**config.mk**
```make
export PLATFORM = sky130hd
export DESIGN_NAME = plab5_mcore_dma_scheduler_flat
export DESIGN_NICKNAME = d
export VERILOG_FILES = /design/src/rtl/plab5_mcore_dma_scheduler_pkg.sv /design/src/rtl/plab5_mcore_dma_scheduler_if.sv /design/src/rtl/plab5_mcore_rr_arbiter.sv /design/src/rtl/plab5_mcore_dma_scheduler.sv /design/src/flat_wrapper.sv
export SDC_FILE = /design/constraint.sdc
export NUM_CORES = 1
export LEC_CHECK = 0
export ABC_AREA = 1
export CORE_ASPECT_RATIO = 0.6
export CORE_MARGIN = 4
export CORE_UTILIZATION = 41
export DETAILED_ROUTE_END_ITERATION = 6
export PLACE_DENSITY = 0.88
export SLEW_MARGIN = 15
export SYNTH_ARGS = -nofsm -noshare
export SYNTH_HDL_FRONTEND = slang
export SYNTH_SLANG_ARGS = --single-unit
```
**constraint.sdc**
```tcl
create_clock -name clk -period 6.9 [get_ports clk]
set_input_delay 2.07 -clock clk [delete_from_list [all_inputs] [get_ports clk]]
set_output_delay 2.07 -clock clk [all_outputs]
set_load 0.005 [all_outputs]
```
**src/rtl/plab5_mcore_dma_scheduler_pkg.sv**
```systemverilog
// Shared definitions for the mcore DMA scheduler: FSM state encoding, the
// grant-index width macro and the round-robin pointer helper.
// Optional feature macro: PLAB5_MCORE_DMA_SCHED_TIMEOUT_EN (BUSY watchdog).
`ifndef PLAB5_MCORE_DMA_SCHEDULER_PKG_SV
`define PLAB5_MCORE_DMA_SCHEDULER_PKG_SV

// Index width for an n-entry one-hot vector; never narrower than one bit.
`define PLAB5_CLOG2(n) (((n) <= 1) ? 1 : $clog2(n))

package plab5_mcore_dma_scheduler_pkg;

    typedef enum logic [2:0] {
        ST_IDLE   = 3'd0,
        ST_SWITCH = 3'd1,
        ST_ISSUE  = 3'd2,
        ST_BUSY   = 3'd3,
        ST_DONE   = 3'd4
    } sched_state_e;

    // Wide enough for the largest domain-switch gap (15 cycles).
    localparam int unsigned SWITCH_CNT_NBITS = 4;

    // Next search start after idx has been served, wrapping at n.
    function automatic int unsigned rr_next(input int unsigned idx, input int unsigned n);
        return (idx + 1 >= n) ? 0 : idx + 1;
    endfunction

endpackage

`endif

```
**src/rtl/plab5_mcore_dma_scheduler_if.sv**
```systemverilog
// Bundle of the core-side request ports and the DMA command port.
// master: the scheduler's view.  slave: the cores + DMA environment's view.
interface plab5_mcore_dma_scheduler_if #(
    parameter int p_num_req    = 4,
    parameter int p_addr_nbits = 32
);
    // Core-side request ports, one bit / slice per requester
    logic [p_num_req-1:0]              req_val;
    logic [p_num_req-1:0]              req_rdy;
    logic [p_num_req-1:0]              req_domain;
    logic [p_num_req*p_addr_nbits-1:0] req_src_addr;
    logic [p_num_req*p_addr_nbits-1:0] req_dest_addr;
    logic [p_num_req-1:0]              req_ack;
    logic                              req_err;

    // Single DMA controller command port
    logic                              dma_val;
    logic                              dma_rdy;
    logic                              dma_domain;
    logic [p_addr_nbits-1:0]           dma_src_addr;
    logic [p_addr_nbits-1:0]           dma_dest_addr;
    logic                              dma_ack;

    modport master (
        input  req_val, req_domain, req_src_addr, req_dest_addr, dma_rdy, dma_ack,
        output req_rdy, req_ack, req_err, dma_val, dma_domain, dma_src_addr, dma_dest_addr
    );

    modport slave (
        output req_val, req_domain, req_src_addr, req_dest_addr, dma_rdy, dma_ack,
        input  req_rdy, req_ack, req_err, dma_val, dma_domain, dma_src_addr, dma_dest_addr
    );
endinterface

```
**src/rtl/plab5_mcore_rr_arbiter.sv**
```systemverilog
// Combinational rotating-priority arbiter: the first requester at or above
// ptr_i (wrapping) wins. Reusable for any shared mcore resource.
module plab5_mcore_rr_arbiter #(
    parameter  int p_num_req   = 4,
    localparam int c_idx_nbits = `PLAB5_CLOG2(p_num_req)
) (
    input  logic [p_num_req-1:0]   req_i,
    input  logic [c_idx_nbits-1:0] ptr_i,
    output logic [p_num_req-1:0]   gnt_o,
    output logic [c_idx_nbits-1:0] idx_o,
    output logic                   any_o
);

    logic [c_idx_nbits-1:0] pos;
    logic                   found;

    // Walk the requesters in priority order and keep the first valid one.
    always_comb begin
        // NOTE: every output gets a default before the loop so no path leaves it unassigned (no latch).
        gnt_o = '0;
        idx_o = '0;
        found = 1'b0;
        pos   = '0;
        for (int k = 0; k < p_num_req; k++) begin
            pos = c_idx_nbits'((int'(ptr_i) + k) % p_num_req);
            if (!found && req_i[pos]) begin
                found      = 1'b1;
                gnt_o[pos] = 1'b1;
                idx_o      = pos;
            end
        end
        any_o = found;
    end

endmodule

```
**src/rtl/plab5_mcore_dma_scheduler.sv**
```systemverilog
// Shares one DMA copy port between p_num_req cores: round-robin grant,
// command latch, security-domain switch gap, completion routing.
// Optional feature macro: PLAB5_MCORE_DMA_SCHED_TIMEOUT_EN -- BUSY watchdog
// that aborts a stuck operation and reports it on req_err.
module plab5_mcore_dma_scheduler
    import plab5_mcore_dma_scheduler_pkg::*;
#(
    parameter  int p_num_req       = 4,
    parameter  int p_addr_nbits    = 32,
    parameter  int p_switch_cycles = 2,
    parameter  int p_timeout       = 1024,
    localparam int c_id_nbits      = `PLAB5_CLOG2(p_num_req)
) (
    input  logic                  clk,
    input  logic                  reset,
    plab5_mcore_dma_scheduler_if.master bus,
    output logic                  busy,
    output logic [c_id_nbits-1:0] grant_id
);

    if (p_num_req < 2 || p_num_req > 8 || p_switch_cycles < 1 ||
        p_switch_cycles > 15 || p_timeout < 2) begin : g_param_check
        $error("plab5_mcore_dma_scheduler: parameter out of range");
    end

    sched_state_e                state_q, state_d;
    logic [c_id_nbits-1:0]       rr_ptr_q, rr_ptr_d;
    logic                        last_dom_q, last_dom_d;
    logic                        dom_q, dom_d;
    logic [p_addr_nbits-1:0]     src_q, src_d;
    logic [p_addr_nbits-1:0]     dest_q, dest_d;
    logic [c_id_nbits-1:0]       gid_q, gid_d;
    logic [SWITCH_CNT_NBITS-1:0] sw_cnt_q, sw_cnt_d;

`ifdef PLAB5_MCORE_DMA_SCHED_TIMEOUT_EN
    localparam int c_wdog_nbits = `PLAB5_CLOG2(p_timeout);
    localparam logic [c_wdog_nbits-1:0] c_wdog_last = c_wdog_nbits'(p_timeout - 1);
    logic [c_wdog_nbits-1:0] wdog_q, wdog_d;
    logic                    err_q, err_d;
`endif

    logic [p_num_req-1:0]  arb_gnt;
    logic [c_id_nbits-1:0] arb_idx;
    logic                  arb_any;

    plab5_mcore_rr_arbiter #(.p_num_req(p_num_req)) u_arb (
        .req_i (bus.req_val),
        .ptr_i (rr_ptr_q),
        .gnt_o (arb_gnt),
        .idx_o (arb_idx),
        .any_o (arb_any)
    );

    // Next-state, command latch inputs and handshake outputs.
    always_comb begin
        state_d    = state_q;
        rr_ptr_d   = rr_ptr_q;
        last_dom_d = last_dom_q;
        dom_d      = dom_q;
        src_d      = src_q;
        dest_d     = dest_q;
        gid_d      = gid_q;
        sw_cnt_d   = sw_cnt_q;
`ifdef PLAB5_MCORE_DMA_SCHED_TIMEOUT_EN
        wdog_d     = wdog_q;
        err_d      = err_q;
`endif
        bus.req_rdy = '0;
        bus.req_ack = '0;
        bus.dma_val = 1'b0;

        case (state_q)
            ST_IDLE: begin
                // Held off while reset is asserted so every output reads 0.
                if (arb_any && reset) begin
                    bus.req_rdy = arb_gnt;
                    dom_d       = bus.req_domain[arb_idx];
                    src_d       = bus.req_src_addr[int'(arb_idx)*p_addr_nbits +: p_addr_nbits];
                    dest_d      = bus.req_dest_addr[int'(arb_idx)*p_addr_nbits +: p_addr_nbits];
                    gid_d       = arb_idx;
                    sw_cnt_d    = SWITCH_CNT_NBITS'(p_switch_cycles - 1);
`ifdef PLAB5_MCORE_DMA_SCHED_TIMEOUT_EN
                    err_d       = 1'b0;
`endif
                    state_d     = (bus.req_domain[arb_idx] != last_dom_q) ? ST_SWITCH : ST_ISSUE;
                end
            end
            ST_SWITCH: begin
                if (sw_cnt_q == '0) begin
                    state_d = ST_ISSUE;
                end else begin
                    sw_cnt_d = sw_cnt_q - 1'b1;
                end
            end
            ST_ISSUE: begin
                bus.dma_val = 1'b1;
                if (bus.dma_rdy) begin
                    state_d = ST_BUSY;
`ifdef PLAB5_MCORE_DMA_SCHED_TIMEOUT_EN
                    wdog_d  = '0;
`endif
                end
            end
            ST_BUSY: begin
                if (bus.dma_ack) begin
                    state_d = ST_DONE;
`ifdef PLAB5_MCORE_DMA_SCHED_TIMEOUT_EN
                end else if (wdog_q == c_wdog_last) begin
                    state_d = ST_DONE;
                    err_d   = 1'b1;
                end else begin
                    wdog_d  = wdog_q + 1'b1;
`endif
                end
            end
            ST_DONE: begin
                bus.req_ack[gid_q] = 1'b1;
                last_dom_d         = dom_q;
                rr_ptr_d           = c_id_nbits'(rr_next(gid_q, p_num_req));
                state_d            = ST_IDLE;
            end
            default: state_d = ST_IDLE;
        endcase
    end

    // State, arbitration history and latched command registers.
    always_ff @(posedge clk or negedge reset) begin
        if (!reset) begin
            state_q    <= ST_IDLE;
            rr_ptr_q   <= '0;
            last_dom_q <= 1'b0;
            dom_q      <= 1'b0;
            src_q      <= '0;
            dest_q     <= '0;
            gid_q      <= '0;
            sw_cnt_q   <= '0;
`ifdef PLAB5_MCORE_DMA_SCHED_TIMEOUT_EN
            wdog_q     <= '0;
            err_q      <= 1'b0;
`endif
        end else begin
            // NOTE: non-blocking so every register samples the pre-edge value of its peers.
            state_q    <= state_d;
            rr_ptr_q   <= rr_ptr_d;
            last_dom_q <= last_dom_d;
            dom_q      <= dom_d;
            src_q      <= src_d;
            dest_q     <= dest_d;
            gid_q      <= gid_d;
            sw_cnt_q   <= sw_cnt_d;
`ifdef PLAB5_MCORE_DMA_SCHED_TIMEOUT_EN
            wdog_q     <= wdog_d;
            err_q      <= err_d;
`endif
        end
    end

    // The DMA sees the latched command directly; dma_val qualifies it.
    assign bus.dma_domain    = dom_q;
    assign bus.dma_src_addr  = src_q;
    assign bus.dma_dest_addr = dest_q;
    assign busy              = (state_q != ST_IDLE);
    assign grant_id          = gid_q;

`ifdef PLAB5_MCORE_DMA_SCHED_TIMEOUT_EN
    assign bus.req_err = (state_q == ST_DONE) && err_q;
`else
    assign bus.req_err = 1'b0;
`endif

endmodule

```
**src/flat_wrapper.sv**
```systemverilog
// flat-port wrapper written by rule: the top's interface ports become plain ports
module plab5_mcore_dma_scheduler_flat import plab5_mcore_dma_scheduler_pkg::*;
#(
    parameter  int p_num_req       = 4,
    parameter  int p_addr_nbits    = 32,
    parameter  int p_switch_cycles = 2,
    parameter  int p_timeout       = 1024,
    localparam int c_id_nbits      = `PLAB5_CLOG2(p_num_req)
)
  (clk, reset, busy, grant_id, bus_req_val, bus_req_domain, bus_req_src_addr, bus_req_dest_addr, bus_dma_rdy, bus_dma_ack, bus_req_rdy, bus_req_ack, bus_req_err, bus_dma_val, bus_dma_domain, bus_dma_src_addr, bus_dma_dest_addr);
  plab5_mcore_dma_scheduler_if #(.p_num_req(p_num_req), .p_addr_nbits(p_addr_nbits)) bus_i ();
  input  logic clk;
  input  logic reset;
  output logic busy;
  output logic [c_id_nbits-1:0] grant_id;
  input wire logic [$bits(bus_i.req_val)-1:0] bus_req_val;
  input wire logic [$bits(bus_i.req_domain)-1:0] bus_req_domain;
  input wire logic [$bits(bus_i.req_src_addr)-1:0] bus_req_src_addr;
  input wire logic [$bits(bus_i.req_dest_addr)-1:0] bus_req_dest_addr;
  input wire logic [$bits(bus_i.dma_rdy)-1:0] bus_dma_rdy;
  input wire logic [$bits(bus_i.dma_ack)-1:0] bus_dma_ack;
  output wire logic [$bits(bus_i.req_rdy)-1:0] bus_req_rdy;
  output wire logic [$bits(bus_i.req_ack)-1:0] bus_req_ack;
  output wire logic [$bits(bus_i.req_err)-1:0] bus_req_err;
  output wire logic [$bits(bus_i.dma_val)-1:0] bus_dma_val;
  output wire logic [$bits(bus_i.dma_domain)-1:0] bus_dma_domain;
  output wire logic [$bits(bus_i.dma_src_addr)-1:0] bus_dma_src_addr;
  output wire logic [$bits(bus_i.dma_dest_addr)-1:0] bus_dma_dest_addr;
  assign bus_i.req_val = bus_req_val;
  assign bus_i.req_domain = bus_req_domain;
  assign bus_i.req_src_addr = bus_req_src_addr;
  assign bus_i.req_dest_addr = bus_req_dest_addr;
  assign bus_i.dma_rdy = bus_dma_rdy;
  assign bus_i.dma_ack = bus_dma_ack;
  assign bus_req_rdy = bus_i.req_rdy;
  assign bus_req_ack = bus_i.req_ack;
  assign bus_req_err = bus_i.req_err;
  assign bus_dma_val = bus_i.dma_val;
  assign bus_dma_domain = bus_i.dma_domain;
  assign bus_dma_src_addr = bus_i.dma_src_addr;
  assign bus_dma_dest_addr = bus_i.dma_dest_addr;
  plab5_mcore_dma_scheduler #(.p_num_req(p_num_req), .p_addr_nbits(p_addr_nbits), .p_switch_cycles(p_switch_cycles), .p_timeout(p_timeout)) u_core (.clk(clk), .reset(reset), .bus(bus_i), .busy(busy), .grant_id(grant_id));
endmodule
```
==> impl_metrics.tcl, run 1 <==
set metrics [dict create \
    syn-num-nets 1002 \
    netlist_instances 720 \
    fin_setup_tns_ps 0 \
    met1_length_mm 8.81 \
    crit_buf_inv 3 \
    min_path_type "reg2reg" \
    synth_xor_area_frac 0.00159 \
    first_iter_violations 465 \
    critPathMaxStageDelay_ps 530 \
    yosys-mux-area-fraction 0 \
    firstDrtPassIters 5 \
    rrSetupSlack_ps 2940 \
    io_pins 346 \
    final_max_slew_viol_count 0 \
    path_max_fanout 5 \
    fin_nets 1311 \
    rsz0062_at_grt "no" \
    worstMarginPinSlew_ps 1080 \
    postCtsSetupRepairBufs 0 \
    clkLatencyLatePin_ps 330 \
    utilization 0.704 \
    ant_nets 0 \
    endpoint_kind "primary output" \
    max_freq_mhz 157 \
    p_per_area_mw_per_mm2 477 \
    irDropWorstVdd_uv 471 \
    hold_buffers 0 \
    cts_root_buf "clkbuf_16" \
    die-area_mm2 0.0155 \
    wl_met3_mm 1.97 \
    synthSimpleGateAreaFrac 0.253 \
    vias_per_cell 5.36 \
    cp_data_arrival_time_ps 4310 \
    power.leakage_uw 0.00381 \
    yosysSeqAreaShare 0.349 \
    period_needed_ps 6380 \
    antenna_found_initial 1 \
    finalClockSkew_ps 6.51 \
    slowest_stage "clkdlybuf4s50_1" \
    synthesis.area_mm2 0.00553 \
    layout_common_cells "clkdlybuf4s50_1 (343), nor2_1 (143), nand2_1 (135), dfrtp_1 (77), o21ai_0 (58)" \
    path_class "in2out" \
    finalCritPeriodShare 0.925 \
    drt_wl_total_mm 22.2 \
    grt_pass1_wl_mm 33.4 \
    cts.sinks 77 \
    track_usage 0.271 \
    grt_max_degree 101 \
    final_common_cell "clkdlybuf4s50_1" \
    post_cts_resized 0 \
    grt_pass1_vias 6289 \
    hold_viol_final 0 \
    wl_met2_mm 10.8 \
    clockBufferDepth 2 \
    top_layer "met4" \
    io_buffers 344 \
    syn_to_final_growth_pct 65.9 \
    die_x_um 158 \
    cts_buffers 9 \
    htreeDepth 3 \
    avgSynthCellArea_um2 7.67 \
    wl_per_cell_um 18.4 \
    ys_types 39 \
    cts_tree "built" \
    vias 6456 \
    core_mm2 0.0130 \
    dp_hpwl_mm 16.6 \
    ys_warn_count 0 \
    rows 32 \
    status "finished clean" \
    drcViolationCount 0 \
    finalPower_uw 4370 \
    start_util 0.425 \
    fin_cells 1205 \
    startpoint_type "input port" \
    cp_cell_sequence "clkdlybuf4s50_1 > nand2_1 > nand3_1 > nand2_2 > nor3_1 > a221oi_1 > o21ai_0 > nand2_1 > inv_1 > clkdlybuf4s50_1" \
    die_h_um 97.9 \
    dp_cells 1188 \
    cap_violations 0 \
    cp_top_family "buffers and inverters" \
    synth_top_family_by_area "compound AO/OA/AOI/OAI gates" \
    gp_congestion 0.977 \
    yosys.area_share.adder 0.0317 \
    drive_gt1_frac 0.0967 \
    ys_ff_latch 77 \
    required_ps 4830 \
    overflow 0 \
    synth_compound_area_frac 0.275 \
    setup_viol 0 \
    max-slew-margin-rel 0.280 \
    cts.clk_slew.worst_paths_ps 60 \
]
final timing paths:
kind                                                start  depth (start not counted)                                 endpoint
max reg2reg                u_core.rr_ptr_q[0]$_DFFE_PN0P_                         16  u_core.bus.dma_src_addr[21]$_DFFE_PN0P_
max                                        bus_req_val[3]                         10                           bus_req_rdy[1]
max in group asynchronous                           reset                          2            u_core.last_dom_q$_DFFE_PN0P_
min in group asynchronous                           reset                          1  u_core.bus.dma_src_addr[26]$_DFFE_PN0P_
min                        u_core.sw_cnt_q[3]$_DFFE_PN0P_                          1           u_core.sw_cnt_q[3]$_DFFE_PN0P_
min reg2reg                u_core.sw_cnt_q[3]$_DFFE_PN0P_                          1           u_core.sw_cnt_q[3]$_DFFE_PN0P_
sequential cells by signal, indices dropped and copies added, names as in the netlist:
register / cells
u_core.bus.dma_dest_addr: 32
u_core.bus.dma_domain: 1
u_core.bus.dma_src_addr: 32
u_core.grant_id: 2
u_core.last_dom_q: 1
u_core.rr_ptr_q: 2
u_core.state_q: 3
u_core.sw_cnt_q: 4
per-stage QoR:
stage	cell area (um^2)	setup slack [ps]	hold WS [ps]
after floorplan	5530	1770	435
after CTS	9160	603	474
final	9160	521	473
after global placement	8870	701	458
after global routing	9160	440	489
after detailed placement	8870	604	459
layout make-up:
| cell class | count | area (um^2) |
|---|---|---|
| flip-flops and latches | 77 | 1930 |
| multi-input cells | 555 | 3110 |
| diodes | 1 | 2.50 |
| well taps | 170 | 213 |
| clock inverters | 6 | 63.8 |
| repair buffers | 349 | 3480 |
| inverters | 37 | 145 |
| fillers | 1029 | 3850 |
| clock buffers | 10 | 229 |
synthesized netlist by cell type:
master / number / area, um^2
ha_1: 14 / 175
nor2_8: 2 / 40.0
conb_1: 1 / 3.75
nand3_1: 14 / 70.1
nand2_1: 135 / 507
xor2_1: 1 / 8.76
nand4_2: 2 / 25.0
dfrtp_1: 77 / 1930
or2_1: 1 / 6.26
o221ai_1: 24 / 210
clkbuf_1: 10 / 37.5
buf_4: 6 / 45.0
nor3b_1: 1 / 7.51
buf_6: 10 / 113
o21ai_2: 26 / 228
nor2_4: 1 / 11.3
or2_2: 2 / 12.5
nand2_4: 3 / 33.8
clkbuf_2: 1 / 5.00
nand3_4: 1 / 17.5
and3_1: 1 / 6.26
inv_4: 1 / 6.26
nand2_2: 10 / 62.6
nand3_2: 3 / 30.0
nor4_1: 1 / 6.26
nor3_1: 5 / 25.0
a21oi_1: 8 / 40.0
clkinv_2: 1 / 5.00
buf_2: 21 / 105
o21ai_0: 58 / 290
inv_1: 30 / 113
o221ai_2: 22 / 330
nor2_1: 143 / 537
o21ai_1: 52 / 260
a221oi_1: 4 / 35.0
buf_8: 3 / 45.0
o22ai_1: 19 / 119
a21boi_0: 1 / 7.51
inv_2: 5 / 18.8
kinds of logic after synthesis:
| group | Yosys count |
|---|---|
| other | 1 |
| buffers and inverters | 88 |
| AO/OA/AOI/OAI | 214 |
| flip-flops | 77 |
| adder cells (fa/ha/maj) | 14 |
| AND/OR/NAND/NOR | 325 |
| XOR/XNOR | 1 |
per-layer routing:
metal	up-vias	global-route usage
met5	-	0
met4	0	0.0720
met3	40	0.0824
met2	301	0.467
met1	3024	0.329
li1	3091	-
report_power, final:
part,internal [uW],leakage [uW],switching [uW]
sequential,676,0.000953,146
clock,280,0.000138,195
combinational,1150,0.00271,1920
(Power assumes the default switching activity.)
==> run 2, diff against run 1 <==
- PLACE_DENSITY: 0.88 -> 0.9
==> run 2 against run 1 <==
  * First-iteration DRC count rose by 25%
  * Register-to-register slack improved by 220 ps
  * Final area did not move
  * Global-route usage fell by 0.11 points
  * Worst setup slack improved by 37 ps
  * Critical path type unchanged
  * Largest power group unchanged
  * Highest routed layer unchanged
==> impl_metrics.tcl, run 2 (synthesized netlist as in run 1, its figures left out) <==
set metrics [dict create \
    firstDrtPassIters 5 \
    fin_nets 1311 \
    first_iter_violations 580 \
    grt_pass1_vias 6213 \
    period_needed_ps 6340 \
    syn_to_final_growth_pct 65.9 \
    min_path_type "reg2reg" \
    path_max_fanout 5 \
    cts.sinks 77 \
    dpl_cell_area_mm2 0.00888 \
    irDropWorstVdd_uv 487 \
    endpoint_kind "primary output" \
    drt_wl_total_mm 22.0 \
    drive_gt1_frac 0.0949 \
    drcViolationCount 0 \
    p_sw_uw 2260 \
    holdWs_ps 474 \
    hold_viol_final 0 \
    overflow 0 \
    finalCritPeriodShare 0.919 \
    final_max_slew_viol_count 0 \
    die_x_um 158 \
    final_common_cell "clkdlybuf4s50_1" \
    post_cts_resized 0 \
    p_per_area_mw_per_mm2 477 \
    die_h_um 97.9 \
    io_buffers 344 \
    pwr-share-seq 0.189 \
    gp_congestion 0.970 \
    pwr-share-clk 0.106 \
    cts_buffers 9 \
    status "finished clean" \
    utilization 0.704 \
    worstMarginPinSlew_ps 879 \
    max-slew-margin-rel 0.414 \
    startpoint_type "input port" \
    design_area_mm2 0.00916 \
    swShare 0.517 \
    die-area_mm2 0.0155 \
    grt_max_degree 87 \
    track_usage 0.270 \
    antenna_found_initial 0 \
    core_mm2 0.0130 \
    path_class "in2out" \
    combPwrFrac 0.705 \
    max_freq_mhz 158 \
    clkLatencyLatePin_ps 330 \
    layout_common_cells "clkdlybuf4s50_1 (343), nor2_1 (143), nand2_1 (135), dfrtp_1 (77), o21ai_0 (58)" \
    cap_violations 0 \
    antennaDiodeCount 0 \
    power.leakage_uw 0.00380 \
    cp_data_arrival_time_ps 4270 \
    postCtsSetupRepairBufs 0 \
    start_util 0.425 \
    hold_buffers 0 \
    ant_nets 0 \
    cts_root_buf "clkbuf_16" \
    fin_setup_tns_ps 0 \
    rsz0062_at_grt "no" \
    setup_viol 0 \
    required_ps 4830 \
    cts_tree "built" \
    vias 6469 \
    wl_per_cell_um 18.3 \
    io_pins 346 \
    rows 32 \
    cts.clk_slew.worst_paths_ps 60 \
    clockBufferDepth 2 \
    htreeDepth 3 \
    finalClockSkew_ps 10.0 \
    grt_pass1_wl_mm 33.3 \
    vias_per_cell 5.38 \
    intPower_uw 2110 \
    dp_hpwl_mm 16.5 \
]
==> run 2: changes by cell type in the layout (fill, tap and decap cells not counted) <==
cell      previous run  this run
buf_4                6         5
diode_2              1         0
buf_12               0         1
clkinv_2             3         2
clkinv_4             1         0
clkbuf_1             1         2
==> run 2: power groups by stage <==
stage                     sequential [uW]  clock (uW)  combinational, uW
after CTS                             822         468               3070
after global routing                  852         495               3400
after detailed placement              825           0               3060
after global placement                820           0               2990
after floorplan                       820           0               2180
final                                 827         464               3080
==> run 2: final cells by class <==
class                      count  area, um^2
clock buffer                  11         233
clock inverter                 4        50.0
fill                        1022        3850
inverter                      37         145
multi-input combinational    555        3110
sequential                    77        1930
tap                          170         213
timing repair buffer         349        3490
==> run 2: per-stage QoR <==
stage / power, uW / std cells / setup slack (ps)
final: 4370 / 1203 / 558
after detailed placement: 3880 / 1188 / 608
after CTS: 4360 / 1203 / 605
after global routing: 4750 / 1203 / 420
after floorplan: 3000 / 720 / 1770
after global placement: 3810 / 1188 / 715
==> run 2: metal layers <==
layer	part of all wire	global-route usage	wire length [um]	vias up
li1	-	-	-	3082
met1	0.40	0.351	8890	3010
met5	0	0	0	-
met2	0.48	0.444	10600	337
met3	0.091	0.0779	2000	40
met4	0.023	0.0681	511	0
==> run 2: worst max-delay path: stages <==
cell and delay, ps:
clkdlybuf4s50_1 530, nand2_1 90, nand3_1 110, nand2_2 120, nor3_1 450, a221oi_1 160, o21ai_0 120, nand2_1 70
inv_1 60, clkdlybuf4s50_1 490
==> run 2: path summary, 6_finish.rpt <==
| path | from | endpoint | depth (start not counted) | slack (ps) |
|---|---|---|---|---|
| worst max-delay path | bus_req_val[3] | bus_req_rdy[3] | 10 | 560 |
| worst max register to register | u_core.rr_ptr_q[0]$_DFFE_PN0P_ | u_core.bus.dma_src_addr[2]$_DFFE_PN0P_ | 15 | 3160 |
| worst min-delay path | u_core.sw_cnt_q[3]$_DFFE_PN0P_ | u_core.sw_cnt_q[3]$_DFFE_PN0P_ | 1 | 470 |
| min in group asynchronous | reset | u_core.bus.dma_src_addr[14]$_DFFE_PN0P_ | 2 | 1880 |
| worst min register to register | u_core.sw_cnt_q[3]$_DFFE_PN0P_ | u_core.sw_cnt_q[3]$_DFFE_PN0P_ | 1 | 470 |
| max in group asynchronous | reset | u_core.bus.dma_src_addr[13]$_DFFE_PN0P_ | 3 | 4040 |
==> run 3, diff against run 2 <==
- CORE_UTILIZATION: 41 -> 34
- PLACE_DENSITY: 0.9 -> 0.8
- clock period: 6.9 -> 5.5 ns (I/O delays scaled with it)
==> run 3 against run 2 <==
  * Clock power up 35%
  * Global-route usage down 4.2 points
  * Combinational power up 28%
  * Via count down 1.3%
  * Largest cell class unchanged
==> impl_metrics.tcl, run 3 (synthesized netlist as in run 1, its figures left out) <==
set metrics [dict create \
    final_max_slew_viol_count 0 \
    irDropWorstVdd_uv 655 \
    io_buffers 344 \
    post_cts_resized 0 \
    max-slew-margin-rel 0.449 \
    holdWs_ps 469 \
    min_path_cells 1 \
    overflow 0 \
    cts_tree "built" \
    setup_viol 0 \
    wl_met3_mm 1.75 \
    cp_data_arrival_time_ps 3680 \
    required_ps 3850 \
    min_path_type "reg2reg" \
    crit_buf_inv 5 \
    clockBufferDepth 2 \
    pwr-share-clk 0.112 \
    htreeDepth 3 \
    worstMarginPinSlew_ps 825 \
    die_x_um 173 \
    grt_pass1_vias 6158 \
    cp_top_family "buffers and inverters" \
    max_freq_mhz 187 \
    hold_buffers 0 \
    vias_per_cell 5.16 \
    design_area_mm2 0.00927 \
    grt_pass1_wl_mm 33.9 \
    rsz0062_at_grt "no" \
    final_common_cell "clkdlybuf4s50_1" \
    reg2reg_depth 14 \
    firstDrtPassIters 5 \
    drive_gt1_frac 0.0995 \
    ant_nets 0 \
    utilization 0.593 \
    fin_nets 1314 \
    combPwrFrac 0.704 \
    path_depth 13 \
    finalClockSkew_ps 10.8 \
    pwr-share-seq 0.184 \
    swShare 0.512 \
    start_util 0.353 \
    rows 35 \
    p_sw_uw 2870 \
    cts.clk_slew.worst_paths_ps 50 \
    first_iter_violations 480 \
    wl_met2_mm 10.3 \
    finalCritPeriodShare 0.970 \
    cts.sinks 77 \
    path_class "in2out" \
    layout_common_cells "clkdlybuf4s50_1 (342), nor2_1 (143), nand2_1 (135), dfrtp_1 (77), o21ai_0 (58)" \
    power.leakage_uw 0.00385 \
    cp_cell_sequence "clkdlybuf4s50_1 > inv_1 > nand2_2 > nand3_4 > nand2_4 > inv_2 > nand2_2 > nor2_1 > a221oi_1 > o21ai_0 > nand2_1 > inv_1 > clkdlybuf4s50_1" \
    cts_buffers 9 \
    syn_to_final_growth_pct 67.7 \
    antennaDiodeCount 0 \
    p_per_area_mw_per_mm2 605 \
    top_layer "met4" \
    status "finished clean" \
    dp_hpwl_mm 16.6 \
    track_usage 0.228 \
    period_needed_ps 5330 \
    antenna_found_initial 0 \
    path_max_fanout 7 \
    cts_root_buf "clkbuf_16" \
    dpl_cell_area_mm2 0.00896 \
    endpoint_kind "primary output" \
    clkLatencyLatePin_ps 330 \
    wl_per_cell_um 17.7 \
    core_mm2 0.0156 \
    gp_congestion 0.855 \
    cap_violations 0 \
    slowest_stage "clkdlybuf4s50_1" \
    fill_cells 1427 \
    startpoint_type "input port" \
    io_pins 346 \
    die-area_mm2 0.0184 \
    hold_viol_final 0 \
    met1_length_mm 9.64 \
    intPower_uw 2740 \
    drt_wl_total_mm 22.0 \
    vias 6388 \
    drcViolationCount 0 \
    postCtsSetupRepairBufs 0 \
    die_h_um 107 \
    grt_max_degree 132 \
    critPathMaxStageDelay_ps 510 \
    fin_setup_tns_ps 0 \
]
-- run 3: final timing paths --
check                                          startpoint                                        to  slack (ps)
setup / recovery                           bus_req_val[2]                            bus_req_rdy[1]         170
hold / removal             u_core.sw_cnt_q[3]$_DFFE_PN0P_            u_core.sw_cnt_q[3]$_DFFE_PN0P_         470
setup reg to reg           u_core.rr_ptr_q[0]$_DFFE_PN0P_  u_core.bus.dma_dest_addr[28]$_DFFE_PN0P_        1890
hold reg to reg            u_core.sw_cnt_q[3]$_DFFE_PN0P_            u_core.sw_cnt_q[3]$_DFFE_PN0P_         470
max in group asynchronous                           reset   u_core.bus.dma_src_addr[14]$_DFFE_PN0P_        3120
min in group asynchronous                           reset    u_core.bus.dma_src_addr[9]$_DFFE_PN0P_        1410
-- run 3: area by class of cell --
type	count	area, um^2	share of cell area
well taps	203	254	0.0274
clock inverters	5	77.6	0.00837
repair buffers	352	3530	0.381
clock buffers	9	225	0.0243
flip-flops and latches	77	1930	0.208
multi-input cells	555	3110	0.336
inverters	37	145	0.0157
-- run 3: layer usage --
metal / up-vias / GRT usage
met4: 0 / 0.0450
li1: 3094 / -
met5: - / 0
met2: 271 / 0.367
met1: 3003 / 0.307
met3: 20 / 0.0680
-- run 3: metrics by stage --
stage / power, uW / std cells / setup slack, ps
6_report: 5600 / 1238 / 166
5_1_grt: 6080 / 1238 / 61.5
4_1_cts: 5620 / 1238 / 71.6
3_5_place_dp: 4970 / 1224 / 72.8
3_3_place_gp: 4910 / 1224 / 128
2_1_floorplan: 3770 / 720 / 1210
-- run 3: power groups by stage --
stage               Combinational [uW]  Sequential, uW  Clock (uW)
floorplan                         2740            1030           0
CTS                               3950            1030         645
detailed placement                3940            1030           0
finish                            3950            1030         628
global route                      4350            1070         668
global placement                  3880            1030           0
-- run 3: worst register-to-register path, cell delays in order (launching register included) --
cell,delay (ps)
dfrtp_1,550
inv_2,200
ha_1,410
inv_1,90
nand3_1,90
nand2_1,80
nand4_2,110
nand2_2,80
nor2_4,140
buf_4,290
inv_4,210
nor2_8,530
buf_4,410
o21ai_1,150
o221ai_2,190
